--- src/rtl/vx_alu_lane_splitter_pkg.sv ---
// Shared types and width derivations for the ALU lane splitter.
// The packet, pid and tid widths are derived here so that every user computes them the same way.
package vx_alu_lane_splitter_pkg;

  typedef enum logic {
    ST_IDLE = 1'b0,
    ST_BUSY = 1'b1
  } split_state_e;

  // Index width that never collapses to zero bits for single-entry ranges.
  function automatic int unsigned up_clog2(input int unsigned n);
    int unsigned w;
    w = (n > 1) ? int'($clog2(n)) : 1;
    return w;
  endfunction

  function automatic int unsigned num_packets(input int unsigned threads,
                                              input int unsigned lanes);
    return threads / lanes;
  endfunction

endpackage

--- src/rtl/vx_alu_lane_splitter_prio_enc.sv ---
// Lowest-index-first priority encoder.
// valid_o is low and index_o is zero when no request bit is set.
module vx_alu_lane_splitter_prio_enc #(
  parameter int unsigned N = 2,
  parameter int unsigned W = 1
) (
  input  logic [N-1:0] data_i,
  output logic [W-1:0] index_o,
  output logic         valid_o
);

  always_comb begin
    logic found;
    found   = 1'b0;
    index_o = '0;
    for (int unsigned i = 0; i < N; i++) begin
      if (data_i[i] && !found) begin
        index_o = W'(i);
        found   = 1'b1;
      end
    end
    valid_o = found;
  end

endmodule

--- src/rtl/vx_alu_lane_splitter.sv ---
// Splits a warp ALU instruction into NUM_LANES-wide packets, emitting only packets
// with active threads in ascending pid order (one packet for an all-zero mask).
module vx_alu_lane_splitter
  import vx_alu_lane_splitter_pkg::*;
#(
  parameter int unsigned NUM_THREADS = 4,
  parameter int unsigned NUM_LANES   = 2,
  parameter int unsigned XLEN        = 32,
  parameter int unsigned META_WIDTH  = 64,
  localparam int unsigned NUM_PACKETS = num_packets(NUM_THREADS, NUM_LANES),
  localparam int unsigned PID_WIDTH   = up_clog2(NUM_PACKETS),
  localparam int unsigned TID_WIDTH   = up_clog2(NUM_THREADS)
) (
  input  logic                        clk,
  input  logic                        reset,

  input  logic                        in_valid,
  output logic                        in_ready,
  input  logic [NUM_THREADS-1:0]      in_tmask,
  input  logic [NUM_THREADS*XLEN-1:0] in_rs1_data,
  input  logic [NUM_THREADS*XLEN-1:0] in_rs2_data,
  input  logic [NUM_THREADS*XLEN-1:0] in_rs3_data,
  input  logic [TID_WIDTH-1:0]        in_tid,
  input  logic [META_WIDTH-1:0]       in_meta,

  output logic                        out_valid,
  input  logic                        out_ready,
  output logic [NUM_LANES-1:0]        out_tmask,
  output logic [NUM_LANES*XLEN-1:0]   out_rs1_data,
  output logic [NUM_LANES*XLEN-1:0]   out_rs2_data,
  output logic [NUM_LANES*XLEN-1:0]   out_rs3_data,
  output logic [TID_WIDTH-1:0]        out_tid,
  output logic [META_WIDTH-1:0]       out_meta,
  output logic [PID_WIDTH-1:0]        out_pid,
  output logic                        out_sop,
  output logic                        out_eop
);

  localparam int unsigned LW = NUM_LANES * XLEN;

  split_state_e                state_q, state_d;
  logic [PID_WIDTH-1:0]        pid_q, pid_d;
  logic                        sop_q, sop_d;
  logic [NUM_THREADS-1:0]      tmask_q, tmask_d;
  logic [NUM_THREADS*XLEN-1:0] rs1_q, rs2_q, rs3_q;
  logic [TID_WIDTH-1:0]        tid_q;
  logic [META_WIDTH-1:0]       meta_q;

  logic [NUM_PACKETS-1:0]      slice_nz;
  logic [NUM_PACKETS-1:0]      in_slice_nz;
  logic [NUM_PACKETS-1:0]      higher_nz;
  logic [PID_WIDTH-1:0]        first_pid;
  logic [PID_WIDTH-1:0]        next_pid;
  logic                        next_vld;
  logic                        in_fire;
  logic                        out_fire;

  always_comb begin
    for (int unsigned p = 0; p < NUM_PACKETS; p++) begin
      slice_nz[p]    = |tmask_q[p*NUM_LANES +: NUM_LANES];
      in_slice_nz[p] = |in_tmask[p*NUM_LANES +: NUM_LANES];
    end
  end

  // Keep only non-empty packets strictly above the current pid,
  // i.e. nonzero-slice mask & ~((1 << (pid+1)) - 1).
  always_comb begin
    for (int unsigned p = 0; p < NUM_PACKETS; p++) begin
      higher_nz[p] = slice_nz[p] && (PID_WIDTH'(p) > pid_q);
    end
  end

  vx_alu_lane_splitter_prio_enc #(
    .N (NUM_PACKETS),
    .W (PID_WIDTH)
  ) u_next_pid (
    .data_i  (higher_nz),
    .index_o (next_pid),
    .valid_o (next_vld)
  );

  // Starting packet of a new instruction; an all-zero mask starts (and ends) at pid 0.
  always_comb begin
    logic found;
    found     = 1'b0;
    first_pid = '0;
    for (int unsigned p = 0; p < NUM_PACKETS; p++) begin
      if (in_slice_nz[p] && !found) begin
        first_pid = PID_WIDTH'(p);
        found     = 1'b1;
      end
    end
  end

  assign out_valid = (state_q == ST_BUSY);
  assign out_eop   = ~next_vld;
  assign out_sop   = sop_q;
  assign out_pid   = pid_q;
  assign out_tid   = tid_q;
  assign out_meta  = meta_q;
  assign in_ready  = (state_q == ST_IDLE) || (out_ready && out_eop);
  assign in_fire   = in_valid && in_ready;
  assign out_fire  = out_valid && out_ready;

  always_comb begin
    out_tmask    = '0;
    out_rs1_data = '0;
    out_rs2_data = '0;
    out_rs3_data = '0;
    for (int unsigned p = 0; p < NUM_PACKETS; p++) begin
      if (pid_q == PID_WIDTH'(p)) begin
        out_tmask    = tmask_q[p*NUM_LANES +: NUM_LANES];
        out_rs1_data = rs1_q[p*LW +: LW];
        out_rs2_data = rs2_q[p*LW +: LW];
        out_rs3_data = rs3_q[p*LW +: LW];
      end
    end
  end

  // A new instruction takes priority: it can only fire here alongside the eop packet.
  always_comb begin
    state_d = state_q;
    pid_d   = pid_q;
    sop_d   = sop_q;
    tmask_d = tmask_q;
    if (in_fire) begin
      state_d = ST_BUSY;
      pid_d   = first_pid;
      sop_d   = 1'b1;
      tmask_d = in_tmask;
    end else if (out_fire) begin
      if (out_eop) begin
        state_d = ST_IDLE;
      end else begin
        pid_d = next_pid;
        sop_d = 1'b0;
      end
    end
  end

  always_ff @(posedge clk) begin
    if (reset) begin
      state_q <= ST_IDLE;
      pid_q   <= '0;
      sop_q   <= 1'b0;
      tmask_q <= '0;
    end else begin
      state_q <= state_d;
      pid_q   <= pid_d;
      sop_q   <= sop_d;
      tmask_q <= tmask_d;
    end
  end

  always_ff @(posedge clk) begin
    if (in_fire) begin
      rs1_q  <= in_rs1_data;
      rs2_q  <= in_rs2_data;
      rs3_q  <= in_rs3_data;
      tid_q  <= in_tid;
      meta_q <= in_meta;
    end
  end

endmodule

--- config.mk ---
export PLATFORM = sky130hd
export DESIGN_NAME = vx_alu_lane_splitter
export DESIGN_NICKNAME = d
export VERILOG_FILES = /design/src/rtl/vx_alu_lane_splitter_pkg.sv /design/src/rtl/vx_alu_lane_splitter_prio_enc.sv /design/src/rtl/vx_alu_lane_splitter.sv
export SDC_FILE = /design/constraint.sdc
export NUM_CORES = 1
export LEC_CHECK = 0
export CAP_MARGIN = 10
export CORE_AREA = 2 2 281 283
export DETAILED_ROUTE_END_ITERATION = 16
export DIE_AREA = 0 0 283 285
export PLACE_DENSITY_LB_ADDON = 0.3
export SETUP_SLACK_MARGIN = 0.02
export SLEW_MARGIN = 20
export SYNTH_ARGS = -nofsm -noshare
export SYNTH_HDL_FRONTEND = slang
export SYNTH_SLANG_ARGS = --single-unit
--- constraint.sdc ---
create_clock -name clk -period 3.67 [get_ports clk]
set_clock_uncertainty 0.05 [all_clocks]
set_input_delay 0.5505 -clock clk [delete_from_list [all_inputs] [get_ports clk]]
set_output_delay 0.5505 -clock clk [all_outputs]
set_load 0.01 [all_outputs]
== Word level (Yosys, flattened, before mapping) ==
Index checks and enable logic that the tools add are counted.

* Output and inout port bits: 265
* Word-level logic and storage cells: 50
* Register bits after elaboration: 457
* Bits of input ports: 458

* Magnitude comparators: 2
* Reductions and logical operators: 18
* Bitwise operators: 2
* Multiplexer cells: 18
* Eq/ne operators: 1

{| class="wikitable"
|+ Operators by type and width
! operator !! count
|-
| 64-bit two-way mux || 3
|-
| 1-bit two-way mux || 14
|-
| 2-bit OR reduction || 4
|-
| 1-bit logical AND || 7
|-
| 2-bit AND reduction || 2
|-
| 2-bit nonzero test || 2
|-
| 1-bit greater-than comparator (first input constant) || 2
|-
| 1-bit zero test || 2
|-
| 2-bit two-way mux || 1
|-
| 2-bit by 1-bit != test with 1-bit output (second input constant) || 1
|-
| 1-bit inverter || 2
|-
| 1-bit logical OR || 1
|}

== Longest topological paths before layout ==
Gate-level depths: netlist of the first run.

* Word-level depth: 12
* Gate-level depth with buffers: 5
* Depth with buffers taken out: 3

== Cells and area by module ==
From an unflattened synthesis of the first run, not the netlist that was laid out.

* Cells, all modules: 707
* Area total of the unflattened synthesis: 16799.9 um2

{| class="wikitable"
|+ Modules (own cells, without submodules)
! module !! area an instance (um2) !! seq. area each (um2) !! cells an instance !! instances
|-
| vx_alu_lane_splitter || 16787.4 || 13653.1 || 705 || 1
|-
| vx_alu_lane_splitter_prio_enc || 12.5 || 0.0 || 2 || 1
|}

== Least setup slack after synthesis of the first run ==
Ideal clock, no wire load.

* Path type: input port to flip-flop
* Start: input out_ready
* End: register meta_q[0] (netlist: out_meta[0]), enable pin
* Data required time: 3.159 ns
* Stages: 3
* Path slack: 0.175 ns
* Arrival: 2.984 ns
* Library setup time: 0.461 ns
* Path buffers: 1
* Cell sequence: nand2b_1 -> o311a_1 -> buf_6

* Longest elaborated chain between the ends: 3

{| class="wikitable"
|+ RTL lines
! what !! RTL line !! RTL
|-
| start, declared || vx_alu_lane_splitter.sv:27 || <nowiki>input logic out_ready,</nowiki>
|-
| 1-bit logical AND || vx_alu_lane_splitter.sv:101 || <nowiki>assign in_ready = (state_q == ST_IDLE) || (out_ready && out_eop);</nowiki>
|-
| 1-bit logical OR || vx_alu_lane_splitter.sv:101 ||
|-
| 1-bit logical AND || vx_alu_lane_splitter.sv:102 || <nowiki>assign in_fire = in_valid && in_ready;</nowiki>
|-
| named net in_fire || vx_alu_lane_splitter.sv:55 || <nowiki>logic in_fire;</nowiki>
|-
| end signal, assigned || vx_alu_lane_splitter.sv:161 || <nowiki>meta_q <= in_meta;</nowiki>
|-
| end, declared || vx_alu_lane_splitter.sv:47 || <nowiki>logic [META_WIDTH-1:0] meta_q;</nowiki>
|}

The timed path passes the listed nets, and every way through them passes these cells.
A chain may end at the register's enable or synchronous reset.

== Final worst setup path of the first run ==
* Start: register pid_q (netlist: out_pid)
* End: output out_rs2_data[53]

* Longest elaborated chain between the ends: 1

{| class="wikitable"
|+ RTL lines
! what !! RTL line !! RTL
|-
| start, declared || vx_alu_lane_splitter.sv:42 || <nowiki>logic [PID_WIDTH-1:0] pid_q, pid_d;</nowiki>
|-
| start signal, assigned || vx_alu_lane_splitter.sv:149 || <nowiki>pid_q <= pid_d;</nowiki>
|-
| 64-bit two-way mux || vx_alu_lane_splitter.sv:111 || <nowiki>if (pid_q == PID_WIDTH'(p)) begin</nowiki>
|-
| end, declared || vx_alu_lane_splitter.sv:30 || <nowiki>output logic [NUM_LANES*XLEN-1:0] out_rs2_data,</nowiki>
|}

No other way between the ends.

==> results.txt, run 1 <==
# resized after CTS = 0
Hold Crit Class = flip-flop to flip-flop
top cells by area, synth = edfxtp_1, mux2_1, mux2_2
RSZ-0062 raised after global routing = false
later-pin clock latency in the skew report = 590 ps
gp weighted congestion = 0.8275
Yosys warning count = 0
dpl cell area = 24910 sq um
CP required = 3070 ps
Synth area leader = edfxtp_1
Worst Setup Start Kind = flip-flop
Routed WL = 48050 um
port bufs = 722
top cell type's share of synthesized area = 83.58%
post-route minimum period = 3112 ps
PwrDens = 499.7 nW/um^2
Synth Instances = 707
global-route wire length before repair = 69190 um
fmax = 321.3 MHz
drt drc = 0
maximum clock insertion buffer count = 3
Design Area, Final = 26630 sq um
fin. max-slew vios = 0
share of cells above drive strength 1 = 11.26%
Setup Fix Bufs, Post-CTS = 0
CTS Buf Count = 52
root buf cell = clkbuf_16
die height = 285 um
gr usage total = 11.45%
grt ovf = 0
max_cap viols = 0
vias per cell = 3.712
gr busiest metal = met2
Period Utilization, post-route = 84.81%
syn nets = 1165
worst vdd ir = 0.0003886 V
CP Class = flip-flop to primary output
Critical Path AT = 2510 ps
Slew Limit Headroom = 55.56%
final antenna-violating net count = 0
die width = 283 um
1st-iter DRT viols = 413
initial antenna violation count = 5
Crit. End Element = primary output
status = completed
Mapped Area = 16170 sq um
commonest non-fill, non-tap cell in the layout = clkdlybuf4s50_1
CTS tree = done
clock sinks = 457
delay-heaviest family, CP = buffers and inverters
H-tree levels = 2
total number of vias = 9577
hpwl dp = 35990 um
synthesis-to-finish area growth = 64.70%
reg-to-reg setup timing slack = 1590 ps
vias in the first global route = 10790
Mean Syn Cell Area = 22.87 sq um
Finish-stage setup viols = 0
Setup TNS = 0 ps
Worst-path clk slew = 50 ps
Top Ports = 723
Worst Path Buf+Inv = 3
worst-path maximum fanout = 39
Std-Cell Core Area = 77970 sq um
Die Area = 80660 sq um
CP max stage cell = clkdlybuf4s50_1
stages on the worst setup path = 4
post-synthesis sequential area ratio = 84.45%
largest net degree at the start of global routing = 103
final hold violations = 0
met2 Usage GRT = 21.09%
Pleak = 9.086 nW
Slew @ Worst Pin = 666.6 ps
R2R cell count = 3
iteration count of the initial detailed-routing pass = 6
Placement Rows = 103
met1 GRT Util = 11.80%
most frequent cells in the layout = clkdlybuf4s50_1, edfxtp_1, mux2_1
# nets final = 1945
M3 GR Usage = 4.720%
Unique masters post-synth = 22
Hold Path Cell Cnt = 2
crit-path cells = buf_12, buf_4, mux2_1, clkdlybuf4s50_1
largest stage delay on the critical path = 500 ps
synthesized flop and latch total = 457
Starting Density = 20.74%
hold_buf cts = 0
WL per Instance = 18.62 um
[flip-flops by register name, indices dropped and copies added (netlist names)]
| register | count |
|---|---|
| out_meta | 64 |
| rs3_q | 128 |
| rs1_q | 128 |
| out_tid | 2 |
| out_valid | 1 |
| out_pid | 1 |
| out_sop | 1 |
| tmask_q | 4 |
| rs2_q | 128 |
[routing by layer]
metal  wire length (um)  share of wire (%)
met3               4592                9.6
met5                  0                  0
met1              16900                 35
met2              25370                 53
met4               1193                2.5
[cell usage after synthesis (all sizes together)]
cell and number:
nor2 4, o21a 1, nor3 1, a21oi 1
inv 3, buf 23, nand2 3, o311a 1
a221oi 1, a311oi 1, nand2b 9, mux2i 4
clkbuf 1, edfxtp 450, mux2 194, dfxtp 7
o21ai 2, o21bai 1
[kinds of logic after synthesis]
kind of cell | after synthesis | synth area share (%)
mux | 198 | 13.76
buf+inv | 27 | 0.8590
compound gates | 8 | 0.3947
flops | 457 | 84.45
simple gates | 17 | 0.5416
[worst reg2reg max path, cell delays in order, from the launching register on]
cell and delay [ps]:
dfxtp_1 410, nand2b_1 170, o311a_4 450, buf_12 410
[through the flow]
| stage | total power [mW] | hold WS (ps) | util (%) | worst slack, ps | instances |
|---|---|---|---|---|---|
| detailed placement | 8.266 | 415.2 | 31.94 | 819.2 | 2483 |
| CTS | 13.54 | 412.9 | 34.15 | 470.7 | 2578 |
| finish | 13.31 | 425.0 | 34.15 | 557.6 | 2580 |
| floorplan | 6.965 | 396.6 | - | 175.2 | 707 |
| global placement | 8.239 | 415.3 | 31.94 | 864.0 | 2483 |
| global route | 13.85 | 416.4 | 34.15 | 419.8 | 2580 |
[final cells by class]
cell class,count,area (sq um)
Fill cell,7437,51340
Sequential cell,457,13660
Timing Repair Buffer,750,7537
Multi-Input combinational cell,223,2387
Clock buffer,65,1421
Tap cell,1050,1314
Clock inverter,30,296.5
Inverter,3,11.26
Antenna cell,2,5.005
[final timing paths]
kind | startpoint | to
worst min register to register | tmask_q[1] | tmask_q[1]
worst min-delay path | tmask_q[1] | tmask_q[1]
worst max register to register | out_valid | rs2_q[58]
worst max-delay path | out_pid | out_rs2_data[53]
[report_power, final]
group | switching, mW | leakage (nW) | total, mW | internal (mW)
clock | 2.09 | 0.857 | 5.18 | 3.09
sequential | 0.0936 | 4.40 | 6.27 | 6.18
combinational | 0.737 | 3.83 | 1.86 | 1.12
Power figures use the tool's default switching activity.
==> run 2: changes to the inputs <==
--- a/config.mk
+++ b/config.mk
@@ -6,9 +6,9 @@
 export NUM_CORES = 1
 export LEC_CHECK = 0
 export CAP_MARGIN = 10
-export CORE_AREA = 2 2 281 283
+export CORE_AREA = 2 2 283 285
 export DETAILED_ROUTE_END_ITERATION = 16
-export DIE_AREA = 0 0 283 285
+export DIE_AREA = 0 0 285 287
 export PLACE_DENSITY_LB_ADDON = 0.3
 export SETUP_SLACK_MARGIN = 0.02
 export SLEW_MARGIN = 20
==> constraint.sdc (replaced) <==
create_clock -name clk -period 3.2 [get_ports clk]
set_clock_uncertainty 0.05 [all_clocks]
set_input_delay 0.48 -clock clk [delete_from_list [all_inputs] [get_ports clk]]
set_output_delay 0.48 -clock clk [all_outputs]
set_load 0.01 [all_outputs]
==> run 2 against run 1 <==
  * Global-route usage decreased by 0.61 points
  * Cell area decreased by 0.35%
  * Core utilization shrank 0.40 points
  * Critical endpoint is now out_rs1_data[12]
  * First-iteration DRC count is 24% lower
  * Largest cell class unchanged
  * Count of clock-buffer cells in the layout decreased by 1
  * Critical path depth down 1
==> results.txt, run 2 (synthesis gave the netlist of run 1 again) <==
vias in the first global route = 10400
initial antenna violation count = 5
CTS tree = done
fin. max-slew vios = 0
Cell Int Power = 11.50 mW
Period Utilization, post-route = 92.25%
grt ovf = 0
CP Class = flip-flop to primary output
total number of vias = 9533
# nets final = 1951
Die Area = 81800 sq um
total power = 14.71 mW
max_cap viols = 0
final antenna-violating net count = 0
Worst-path clk slew = 60 ps
reg-to-reg setup timing slack = 1010 ps
combinational power share = 14.6%
iteration count of the initial detailed-routing pass = 4
most frequent cells in the layout = clkdlybuf4s50_1, edfxtp_1, mux2_1
gp weighted congestion = 0.8021
hold_buf cts = 0
H-tree levels = 2
Hold Crit Class = input port to flip-flop
crit-path cells = buf_12, mux2_1, clkdlybuf4s50_1
largest stage delay on the critical path = 600 ps
commonest non-fill, non-tap cell in the layout = clkdlybuf4s50_1
Slew @ Worst Pin = 468.0 ps
Setup Fix Bufs, Post-CTS = 0
1st-iter DRT viols = 313
Routed WL = 46840 um
Critical Path AT = 2420 ps
port bufs = 722
Final Util = 33.76%
maximum clock insertion buffer count = 3
Top Ports = 723
Crit. End Element = primary output
Pleak = 9.030 nW
hpwl dp = 35450 um
Psw = 3.210 mW
vias per cell = 3.696
Worst Setup Start Kind = flip-flop
Finish-stage setup viols = 0
synthesis-to-finish area growth = 64.13%
global-route wire length before repair = 66050 um
fmax = 338.8 MHz
post-route minimum period = 2952 ps
dpl cell area = 25020 sq um
worst vdd ir = 0.0004008 V
worst hold slack = 405.7 ps
RSZ-0062 raised after global routing = false
Largest regs = rs1_q: 128 flops, rs2_q: 128 flops, rs3_q: 128 flops
drt drc = 0
final hold violations = 0
largest net degree at the start of global routing = 60
later-pin clock latency in the skew report = 570 ps
Sequential Power Share = 48.9%
clock sinks = 457
Slew Limit Headroom = 68.80%
Starting Density = 20.57%
status = completed
clock network fraction of total power = 36.5%
WL per Instance = 18.16 um
# resized after CTS = 0
PwrDens = 554.2 nW/um^2
Std-Cell Core Area = 78610 sq um
share of cells above drive strength 1 = 10.61%
die height = 287 um
root buf cell = clkbuf_16
Placement Rows = 103
Design Area, Final = 26540 sq um
CP required = 2670 ps
gr usage total = 10.83%
Setup TNS = 0 ps
CP max stage cell = clkdlybuf4s50_1
CTS Buf Count = 50
worst-path maximum fanout = 59
switching power share of the total = 21.83%
die width = 285 um
run 2: cell count changes in the layout (fill, tap and decap cells not counted), sizes merged:
cell	change
buf	+8
bufinv	-4
clkbuf	-1
clkinv	-2
clkinvlp	+1
inv	-3
run 2: worst paths after layout:
kind | from | endpoint | cells after the start
worst min-delay path | in_rs1_data[110] | rs1_q[110] | 1
worst max-delay path | out_pid | out_rs1_data[12] | 3
worst min register to register | tmask_q[0] | tmask_q[0] | 2
worst max register to register | out_pid | rs3_q[35] | 5
run 2: area by class of cell:
class / instances / area, sq um
fill: 7599 / 52080
inverter: 3 / 11.26
multi-input combinational: 223 / 2387
antenna: 2 / 5.005
tap: 1050 / 1314
sequential: 457 / 13660
timing repair buffer: 758 / 7647
clock inverter: 22 / 127.6
clock buffer: 64 / 1388
run 2: critical path, delay by kind of cell (launching register included):
kind / cells / cell delay, ps
buffers and inverters: 2 / 890
DFF: 1 / 420
muxes: 1 / 400
run 2: through the flow:
stage	cells	setup WS [ps]
6_report	2579	248.1
5_1_grt	2579	93.79
4_1_cts	2577	136.3
3_5_place_dp	2491	618.8
3_3_place_gp	2491	628.9
2_1_floorplan	707	32.84
run 2: routing by layer:
layer	part of all wire, %	GRT usage [%]	vias to the layer above	wire length, um
met5	0.047	0	-	22
li1	-	-	4390	-
met3	11	4.921	73	4922
met1	35	10.82	4587	16220
met4	2.6	3.796	4	1217
met2	52	19.78	479	24460
run 2: power by group through the flow:
stage	logic, mW	registers (mW)	clock network, mW
after detailed placement	2.17	7.32	0
final	2.15	7.19	5.37
after global placement	2.16	7.30	0
after global routing	2.28	7.22	5.82
after CTS	2.19	7.19	5.62
after floorplan	0.648	7.34	0
==> run 3: changes to the inputs <==
--- a/config.mk
+++ b/config.mk
@@ -6,9 +6,12 @@
 export NUM_CORES = 1
 export LEC_CHECK = 0
 export CAP_MARGIN = 10
-export CORE_AREA = 2 2 283 285
+export CELL_PAD_IN_SITES_DETAIL_PLACEMENT = 2
+export CELL_PAD_IN_SITES_GLOBAL_PLACEMENT = 2
+export CORE_AREA = 2 2 285 287
 export DETAILED_ROUTE_END_ITERATION = 16
-export DIE_AREA = 0 0 285 287
+export DIE_AREA = 0 0 287 289
+export MAX_ROUTING_LAYER = met4
 export PLACE_DENSITY_LB_ADDON = 0.3
 export SETUP_SLACK_MARGIN = 0.02
 export SLEW_MARGIN = 20
==> run 3 against run 2 <==
  * Fmax decreased by 0.22%
  * Clock power rose by 9.7%
  * Core utilization decreased by 0.36 points
  * Die area increased by 1.4%
  * First-iteration DRC count decreased by 3.5%
  * Critical path depth grew 1
  * Sequential share of layout area shrank 0.29 points
  * Non-clock buffer count fell by 8
  * Critical endpoint is now out_rs2_data[60]
  * Largest power group unchanged
==> results.txt, run 3 (synthesis gave the netlist of run 1 again) <==
status = completed
min-delay src = in_rs1_data[109]
crit-path cells = buf_12, buf_12, mux2_1, clkdlybuf4s50_1
vias per cell = 3.779
gp weighted congestion = 0.7627
initial antenna violation count = 8
final hold violations = 0
CP Class = flip-flop to primary output
vias in the first global route = 11340
clock sinks = 457
port bufs = 722
drt drc = 0
Cells after DPL = 2493
# resized after CTS = 0
Slew Limit Headroom = 70.66%
most frequent cells in the layout = clkdlybuf4s50_1, edfxtp_1, mux2_1
max_cap viols = 0
Worst-path clk slew = 60 ps
largest stage delay on the critical path = 570 ps
total power = 15.26 mW
share of cells above drive strength 1 = 10.34%
Die Area = 82940 sq um
Routed WL = 53870 um
commonest non-fill, non-tap cell in the layout = clkdlybuf4s50_1
Layout Cells excl Fill = 2595
synthesis-to-finish area growth = 65.05%
CP max stage cell = clkdlybuf4s50_1
Pleak = 9.081 nW
die width = 287 um
Critical Path AT = 2430 ps
cell mode on critical path = buf_12
Worst Path Buf+Inv = 3
Period Utilization, post-route = 92.46%
worst-path maximum fanout = 27
reg-to-reg setup timing slack = 1200 ps
total number of vias = 9806
final antenna-violating net count = 0
iteration count of the initial detailed-routing pass = 4
fmax = 338.0 MHz
Finish-stage setup viols = 0
maximum clock insertion buffer count = 3
global-route wire length before repair = 76090 um
die height = 289 um
gr usage total = 12.95%
Largest regs = rs1_q: 128 flops, rs2_q: 128 flops, rs3_q: 128 flops
largest net degree at the start of global routing = 65
H-tree levels = 2
Design Area, Final = 26690 sq um
post-route minimum period = 2959 ps
hold_buf cts = 0
CP required = 2670 ps
R2R Path End = rs1_q[120]
Slew @ Worst Pin = 440.0 ps
Hold Crit Class = input port to flip-flop
WL per Instance = 20.76 um
RSZ-0062 raised after global routing = false
dpl cell area = 24980 sq um
# nets final = 1947
1st-iter DRT viols = 302
PwrDens = 571.7 nW/um^2
Placement Rows = 104
worst vdd ir = 0.0003127 V
CTS Buf Count = 54
Hold EP = rs1_q[109]
Setup TNS = 0 ps
Worst Setup Start Kind = flip-flop
Setup Fix Bufs, Post-CTS = 0
R2R cell count = 4
grt ovf = 0
hpwl dp = 41610 um
Top Ports = 723
CP startpoint = out_pid
root buf cell = clkbuf_16
Hold Path Cell Cnt = 1
fin. max-slew vios = 0
fillers = 8082
CTS tree = done
Crit. End Element = primary output
delay-heaviest family, CP = buffers and inverters
later-pin clock latency in the skew report = 580 ps
Std-Cell Core Area = 79900 sq um
RR Startpoint = out_pid
Starting Density = 20.24%
worst hold slack = 382.8 ps
-- run 3: how the worst max path moves through the flow --
| stage | endpoint | slack (ps) | cells after the start |
|---|---|---|---|
| floorplan | out_meta[0] | 30 | 3 |
| global placement | rs1_q[52] | 720 | 5 |
| detailed placement | rs1_q[50] | 640 | 5 |
| CTS | out_rs2_data[60] | 120 | 4 |
| global route | out_rs2_data[60] | 90 | 4 |
| finish | out_rs2_data[60] | 240 | 4 |
-- run 3: where the power goes --
part / switching [mW] / leakage (nW) / internal, mW / total (mW)
clock network: 2.36 / 0.831 / 3.53 / 5.89
registers: 0.120 / 4.40 / 7.09 / 7.21
logic: 0.860 / 3.85 / 1.30 / 2.16
-- run 3: layer usage --
layer / global-route usage [%] / wire length (um) / vias up
met3: 5.567 / 5551 / 76
met5: - / 0 / -
li1: - / - / 4398
met1: 12.34 / 17990 / 4864
met4: 3.568 / 1105 / 0
met2: 23.69 / 29220 / 468
-- run 3: layout make-up --
class | instances | area [sq um] | area share [%]
well taps | 1060 | 1326 | 4.970
clock buffers | 69 | 1471 | 5.514
inverters | 3 | 11.26 | 0.04220
flip-flops and latches | 457 | 13660 | 51.18
repair buffers | 750 | 7600 | 28.48
multi-input cells | 223 | 2387 | 8.946
clock inverters | 26 | 215.2 | 0.8064
diodes | 7 | 17.52 | 0.06564
-- run 3: metrics by stage --
step	util [%]	worst slack [ps]
after global placement	31.27	724.4
after floorplan	-	32.84
final	33.40	241.4
after CTS	33.38	121.9
after detailed placement	31.27	639.1
after global routing	33.40	86.71
